==> config.mk <==
export PLATFORM = sky130hd
export DESIGN_NAME = thermistor_temp_conv
export DESIGN_NICKNAME = d
export VERILOG_FILES = /design/src/rtl/therm_pkg.sv /design/src/rtl/therm_lut_interp.sv /design/src/rtl/thermistor_temp_conv.sv
export SDC_FILE = /design/constraint.sdc
export NUM_CORES = 1
export LEC_CHECK = 0
export CAP_MARGIN = 20
export CELL_PAD_IN_SITES_DETAIL_PLACEMENT = 1
export CELL_PAD_IN_SITES_GLOBAL_PLACEMENT = 1
export CORE_AREA = 2 2 166 168
export CTS_CLUSTER_DIAMETER = 120
export DETAILED_ROUTE_END_ITERATION = 16
export DIE_AREA = 0 0 168 170
export DONT_BUFFER_PORTS = 1
export GPL_TIMING_DRIVEN = 0
export PLACE_DENSITY = 0.67
export REMOVE_ABC_BUFFERS = 1
export SLEW_MARGIN = 40
export SYNTH_ARGS = -nofsm -noshare
export SYNTH_HDL_FRONTEND = slang
export SYNTH_SLANG_ARGS = --single-unit
==> constraint.sdc <==
create_clock -name clk -period 14.2 [get_ports clk]
set_input_delay 2.84 -clock clk [delete_from_list [all_inputs] [get_ports clk]]
set_output_delay 2.84 -clock clk [all_outputs]
set_load 0.05 [all_outputs]
==> src/rtl/therm_pkg.sv <==
// Shared types, FSM encoding and the Beta-model LUT for the thermistor converter.
// LUT points are Q.4 degC at codes k*2**(ADC_W-SEG_BITS), thermistor on the low side of a 10k divider.
package therm_pkg;

  localparam int TEMP_FRAC    = 4;
  localparam int TEMP_BITS    = 16;
  localparam int LUT_SEG_BITS = 4;
  localparam int LUT_N        = (1 << LUT_SEG_BITS) + 1;

  typedef logic signed [TEMP_BITS-1:0] temp_t;

  typedef enum logic [2:0] {IDLE, FETCH, INTERP, HOLD, AVG} state_t;

  // Beta 3539, R0 2000 ohm @ 25 C. Rail codes mean a shorted or open sensor,
  // so the end points are pinned at +125 C and -100 C instead of the diverging model.
  localparam temp_t THERM_LUT [LUT_N] = '{
    16'sd2000,  16'sd887,   16'sd539,   16'sd343,
    16'sd203,   16'sd91,   -16'sd4,    -16'sd90,
   -16'sd170,  -16'sd246,  -16'sd323,  -16'sd402,
   -16'sd486,  -16'sd582,  -16'sd700,  -16'sd872,
   -16'sd1600
  };

  function automatic temp_t lut_interp_ref(input logic [11:0] code);
    int idx;
    int frac;
    int lo;
    int hi;
    int prod;
    idx  = int'({28'd0, code[11:8]});
    frac = int'({24'd0, code[7:0]});
    lo   = int'(THERM_LUT[idx]);
    hi   = int'(THERM_LUT[idx+1]);
    prod = (hi - lo) * frac;
    return temp_t'(lo + (prod >>> 8));
  endfunction

endpackage

==> src/rtl/therm_lut_interp.sv <==
// Two-stage LUT read and linear interpolation: segment end points registered on rd_vld,
// interpolated temperature registered one cycle later and held until the next read.
module therm_lut_interp
  import therm_pkg::*;
#(
  parameter int ADC_W    = 12,
  parameter int SEG_BITS = LUT_SEG_BITS,
  parameter int TEMP_W   = TEMP_BITS
) (
  input  logic                          clk,
  input  logic                          rst,
  input  logic                          rd_vld,
  input  logic [SEG_BITS-1:0]           idx,
  input  logic [ADC_W-SEG_BITS-1:0]     frac,
  output logic signed [TEMP_W-1:0]      temp
);

  localparam int F  = ADC_W - SEG_BITS;
  localparam int PW = TEMP_W + 1 + F;

  logic signed [TEMP_W-1:0] lo_q, lo_d, hi_q, hi_d, temp_q, temp_d;
  logic [F-1:0]             frac_q, frac_d;
  logic                     s1_vld_q, s1_vld_d;
  logic [SEG_BITS:0]        idx_lo, idx_hi;
  logic signed [TEMP_W:0]   delta;
  logic signed [PW-1:0]     prod, step, sum_full;
  logic                     unused_sum_hi;

  always_comb begin
    idx_lo   = {1'b0, idx};
    idx_hi   = idx_lo + {{SEG_BITS{1'b0}}, 1'b1};
    lo_d     = lo_q;
    hi_d     = hi_q;
    frac_d   = frac_q;
    s1_vld_d = rd_vld;
    temp_d   = temp_q;
    if (rd_vld) begin
      lo_d   = THERM_LUT[idx_lo];
      hi_d   = THERM_LUT[idx_hi];
      frac_d = frac;
    end
    // Full-precision signed product; the shift floors toward -inf.
    delta    = {hi_q[TEMP_W-1], hi_q} - {lo_q[TEMP_W-1], lo_q};
    prod     = $signed({{F{delta[TEMP_W]}}, delta}) * $signed({{(TEMP_W+1){1'b0}}, frac_q});
    step     = prod >>> F;
    sum_full = $signed({{(F+1){lo_q[TEMP_W-1]}}, lo_q}) + step;
    if (s1_vld_q) begin
      temp_d = sum_full[TEMP_W-1:0];
    end
  end

  assign unused_sum_hi = ^sum_full[PW-1:TEMP_W];
  assign temp          = temp_q;

  always_ff @(posedge clk) begin
    if (rst) begin
      lo_q     <= '0;
      hi_q     <= '0;
      frac_q   <= '0;
      s1_vld_q <= 1'b0;
      temp_q   <= '0;
    end else begin
      lo_q     <= lo_d;
      hi_q     <= hi_d;
      frac_q   <= frac_d;
      s1_vld_q <= s1_vld_d;
      temp_q   <= temp_d;
    end
  end

endmodule

==> src/rtl/thermistor_temp_conv.sv <==
// NTC ADC code -> Q.4 degC, per-channel alarm; THERM_AVG_EN adds a 4-deep per-channel average.
// Accept->out_valid 3 cycles (4 averaged); one sample in flight, in_ready low until the result is taken.
module thermistor_temp_conv
  import therm_pkg::*;
#(
  parameter int NUM_CH   = 4,
  parameter int ADC_W    = 12,
  parameter int SEG_BITS = LUT_SEG_BITS,
  parameter int TEMP_W   = TEMP_BITS,
  localparam int CH_W    = (NUM_CH > 1) ? $clog2(NUM_CH) : 1
) (
  input  logic                     clk,
  input  logic                     rst,
  input  logic                     in_valid,
  output logic                     in_ready,
  input  logic [CH_W-1:0]          in_ch,
  input  logic [ADC_W-1:0]         in_code,
  output logic                     out_valid,
  input  logic                     out_ready,
  output logic [CH_W-1:0]          out_ch,
  output logic signed [TEMP_W-1:0] out_temp,
  input  logic signed [TEMP_W-1:0] alarm_thresh,
  output logic [NUM_CH-1:0]        alarm,
  output logic                     err_ch
);

  state_t              state_q, state_d;
  logic                in_ready_q, in_ready_d;
  logic                out_valid_q, out_valid_d;
  logic [ADC_W-1:0]    code_q, code_d;
  logic [CH_W-1:0]     out_ch_q, out_ch_d;
  logic [NUM_CH-1:0]   alarm_q, alarm_d;
  logic                err_ch_q, err_ch_d;
  logic                ch_ok;
  logic signed [TEMP_W-1:0] interp_temp;

  therm_lut_interp #(.ADC_W(ADC_W), .SEG_BITS(SEG_BITS), .TEMP_W(TEMP_W)) u_interp (
    .clk    (clk),
    .rst    (rst),
    .rd_vld (state_q == FETCH),
    .idx    (code_q[ADC_W-1 -: SEG_BITS]),
    .frac   (code_q[ADC_W-SEG_BITS-1:0]),
    .temp   (interp_temp)
  );

  always_comb begin
    ch_ok       = ({{(32-CH_W){1'b0}}, in_ch} < NUM_CH);
    state_d     = state_q;
    in_ready_d  = in_ready_q;
    out_valid_d = out_valid_q;
    code_d      = code_q;
    out_ch_d    = out_ch_q;
    alarm_d     = alarm_q;
    err_ch_d    = 1'b0;
    case (state_q)
      IDLE: begin
        if (in_valid && in_ready_q) begin
          if (ch_ok) begin
            state_d    = FETCH;
            in_ready_d = 1'b0;
            code_d     = in_code;
            out_ch_d   = in_ch;
          end else begin
            err_ch_d = 1'b1;
          end
        end
      end
      FETCH: state_d = INTERP;
      INTERP: begin
`ifdef THERM_AVG_EN
        state_d = AVG;
`else
        state_d     = HOLD;
        out_valid_d = 1'b1;
`endif
      end
      AVG: begin
        state_d     = HOLD;
        out_valid_d = 1'b1;
      end
      HOLD: begin
        if (out_ready) begin
          state_d           = IDLE;
          out_valid_d       = 1'b0;
          in_ready_d        = 1'b1;
          alarm_d[out_ch_q] = (out_temp >= alarm_thresh);
        end
      end
      default: state_d = IDLE;
    endcase
  end

  always_ff @(posedge clk) begin
    if (rst) begin
      state_q     <= IDLE;
      in_ready_q  <= 1'b1;
      out_valid_q <= 1'b0;
      code_q      <= '0;
      out_ch_q    <= '0;
      alarm_q     <= '0;
      err_ch_q    <= 1'b0;
    end else begin
      state_q     <= state_d;
      in_ready_q  <= in_ready_d;
      out_valid_q <= out_valid_d;
      code_q      <= code_d;
      out_ch_q    <= out_ch_d;
      alarm_q     <= alarm_d;
      err_ch_q    <= err_ch_d;
    end
  end

`ifdef THERM_AVG_EN
  logic signed [TEMP_W-1:0] hist_q [NUM_CH][4];
  logic signed [TEMP_W-1:0] hist_d [NUM_CH][4];
  logic [NUM_CH-1:0]        filled_q, filled_d;
  logic signed [TEMP_W-1:0] avg_q, avg_d;
  logic signed [TEMP_W+1:0] avg_sum;
  logic                     unused_avg_lsb;

  always_comb begin
    hist_d   = hist_q;
    filled_d = filled_q;
    avg_d    = avg_q;
    avg_sum  = '0;
    if (state_q == AVG) begin
      // First result of a channel seeds its whole window so the average starts at that value.
      for (int i = 0; i < 4; i++) begin
        if (!filled_q[out_ch_q] || i == 3) begin
          hist_d[out_ch_q][i] = interp_temp;
        end else begin
          hist_d[out_ch_q][i] = hist_q[out_ch_q][i+1];
        end
      end
      filled_d[out_ch_q] = 1'b1;
      for (int i = 0; i < 4; i++) begin
        avg_sum = avg_sum + {{2{hist_d[out_ch_q][i][TEMP_W-1]}}, hist_d[out_ch_q][i]};
      end
      avg_d = avg_sum[TEMP_W+1:2];
    end
  end

  assign unused_avg_lsb = ^avg_sum[1:0];

  always_ff @(posedge clk) begin
    if (rst) begin
      for (int c = 0; c < NUM_CH; c++) begin
        for (int i = 0; i < 4; i++) begin
          hist_q[c][i] <= '0;
        end
      end
      filled_q <= '0;
      avg_q    <= '0;
    end else begin
      hist_q   <= hist_d;
      filled_q <= filled_d;
      avg_q    <= avg_d;
    end
  end

  assign out_temp = avg_q;
`else
  assign out_temp = interp_temp;
`endif

  assign in_ready  = in_ready_q;
  assign out_valid = out_valid_q;
  assign out_ch    = out_ch_q;
  assign alarm     = alarm_q;
  assign err_ch    = err_ch_q;

endmodule

==> results.sh <==
export IMPL_status="finished clean"
export IMPL_leakage_nw=4.76
export IMPL_hold_buffers=0
export IMPL_synth_compound_area_share=0.131
export IMPL_p_seq_frac=0.270
export IMPL_cp_slowest_cell="fa_1"
export IMPL_cts_sinks=71
export IMPL_dp_cells=1442
export IMPL_final_max_slew_viol_count=0
export IMPL_avgSynthCellArea_sq_um=8.07
export IMPL_cts_setup_buffers=0
export IMPL_cp_slowest_stage_delay_ps=560
export IMPL_dpl_instance_area_sq_um=9580
export IMPL_synth_warnings=0
export IMPL_hp_class="register to register"
export IMPL_vias=7257
export IMPL_via_per_inst=4.98
export IMPL_min_period_over_period=0.626
export IMPL_clock_skew_ps=13.3
export IMPL_hpwl_um=18100
export IMPL_arrival_ps=9120
export IMPL_p_per_area_nw_per_um2=97.2
export IMPL_grt_pass1_vias=7882
export IMPL_gp_congestion=0.808
export IMPL_coreArea_sq_um=26700
export IMPL_totalWireLength_um=22800
export IMPL_crit_fanout=5
export IMPL_synthFlopType="dfxtp_1"
export IMPL_drc=0
export IMPL_required_ps=14440
export IMPL_grt_ovfl_total=0
export IMPL_path_buf_inv=6
export IMPL_pwr_share_comb=0.492
export IMPL_multi_input_area_sq_um=6930
export IMPL_ioPinCount=59
export IMPL_synth_top_family_by_area="adder cells"
export IMPL_min_period_ps=8880
export IMPL_drt_pass1_iter_count=4
export IMPL_maxCapViolCount=0
export IMPL_grt_max_degree=67
export IMPL_start_util=0.348
export IMPL_crit_path_start_kind="register"
export IMPL_area_growth_syn_to_layout_pct=6.61
export IMPL_muxShareOfSynthArea=0.0356
export IMPL_die_x_um=168
export IMPL_p_sw_frac=0.469
export IMPL_cts_root_buf="clkbuf_16"
export IMPL_worst_setup_path_type="register to register"
export IMPL_cts_tree="done"
export IMPL_n_fill_cell=3184
export IMPL_crit_family="compound AO/OA/AOI/OAI gates"
export IMPL_post_cts_resized=0
export IMPL_clkTransAtPathRegs_ps=70
export IMPL_nets=1350
export IMPL_finalInstanceArea_sq_um=9890
export IMPL_critPathCaptureType="register"
export IMPL_antenna_found_initial=0
export IMPL_wire_per_inst_um=15.6
export IMPL_ys_ff_latch=71
export IMPL_drt_iter0_drc=224
export IMPL_grt_pass1_wl_um=39400
export IMPL_synthXorXnorAreaFrac=0.0393
export IMPL_ys_types=59
export IMPL_cts_buffer_depth=2
export IMPL_max_freq_mhz=113
export IMPL_p_switching_mw=0.451
export IMPL_synth_cells=1149
export IMPL_final_cells=1458
export IMPL_synth_seq_area_share=0.153
export IMPL_cts_made_buffers=9
export IMPL_p_int_mw=0.510
export IMPL_grt_use_total=0.170
export IMPL_htreeDepth=3
export IMPL_antenna_cells=0
export IMPL_synthSimpleGateAreaFrac=0.176
export IMPL_seqCellArea_sq_um=1430
export IMPL_hold_violations=0
export IMPL_async_reset_ff_frac=0
export IMPL_fin_hold_ws_ps=459
export IMPL_layout_cells_most_common="inv_1"
export IMPL_std_cell_rows=60
export IMPL_finalSetupViolCount=0
export IMPL_syn_cell_area_sq_um=9280
export IMPL_die_area_sq_um=28600
export IMPL_ir_drop_mv=0.0639
export IMPL_drive_gt1_frac=0.0448
export IMPL_synth_edff_count=0
export IMPL_die_h_um=170
export IMPL_insertion_delay_ps=350
export IMPL_slew_headroom=0.449
export IMPL_power_share_clock=0.238
export IMPL_numPortBuffers=0
export IMPL_rsz0062_at_grt="false"
export IMPL_final_cell_mix="207 x inv_1, 150 x nand2_1, 104 x fa_1, 99 x ha_1, 79 x nor2_1"
export IMPL_ant_nets=0
export IMPL_synth_adder_area_share=0.359
export IMPL_fin_tns_setup_ps=0
export IMPL_worst_slew_pin_slew_ps=821
==> routing by layer <==
metal	share of wire	track usage	vias to the layer above
met5	0	0	-
met4	0.011	0.0352	0
met3	0.021	0.0167	18
met2	0.49	0.299	83
met1	0.48	0.228	3574
li1	-	-	3582
==> sequential cells by signal, indices dropped and copies added, names as in the netlist <==
name and flops:
out_valid 1, in_ready 1, u_interp.temp 16, u_interp.lo_q 12, alarm 4, u_interp.hi_q 12, code_q 12, state_q 2
out_ch 2, u_interp.frac_q 8, u_interp.s1_vld_q 1
==> synth_stat cells (20+ instances only) <==
library cell	n	area [sq um]
fa_1	104	2080
ha_1	100	1250
dfxtp_1	71	1420
mux2i_1	24	240
nand2b_1	20	125
a21oi_1	67	335
nand2_1	150	563
inv_1	207	777
clkbuf_1	47	176
nor2_1	79	297
and2_1	39	244
o21ai_0	35	175
xnor2_1	30	263
==> worst min-delay path, delay by kind of cell, from the launching register on <==
kind             cells  cell delay (ps)
flip-flops           1              310
AO/OA/AOI/OAI        1               50
AND/OR/NAND/NOR      1               50
==> worst paths after layout <==
path                                  startpoint                end  slack [ps]  cells past startpoint
worst max register to register  u_interp.lo_q[1]  u_interp.temp[15]        5320                     38
worst min register to register         code_q[4]          code_q[4]         460                      2
worst min-delay path                   code_q[4]          code_q[4]         460                      2
worst max-delay path            u_interp.lo_q[1]  u_interp.temp[15]        5320                     38
==> stage by stage <==
step / setup WS, ps / total power [mW] / utilization
floorplan: 6410 / 0.572 / -
global route: 4550 / 1.04 / 0.371
CTS: 5260 / 0.973 / 0.371
global placement: 4620 / 0.707 / 0.357
finish: 5320 / 0.961 / 0.371
detailed placement: 5300 / 0.738 / 0.359
==> cells by family (layout without fill, tap and decap cells) <==
kind of cell,Yosys count,after routing
mux,32,32
simple gates,352,352
fa+ha+maj,204,204
buf+inv,259,227
xor+xnor,40,40
flops,71,71
other cells,1,1
compound gates,190,190
==> layout make-up <==
type / instances / area share
clock inverters: 7 / 0.00721
well taps: 341 / 0.0431
flip-flops and latches: 71 / 0.145
multi-input cells: 819 / 0.701
repair buffers: 3 / 0.00253
inverters: 208 / 0.0789
clock buffers: 9 / 0.0228
==> power groups by stage <==
stage          Sequential (mW)  Combinational (mW)  Clock [mW]
6_report                 0.260               0.473       0.228
5_1_grt                  0.264               0.532       0.241
4_1_cts                  0.260               0.478       0.234
3_5_place_dp             0.265               0.473           0
3_3_place_gp             0.264               0.442           0
2_1_floorplan            0.253               0.319           0
Power figures use the tool's default switching activity.
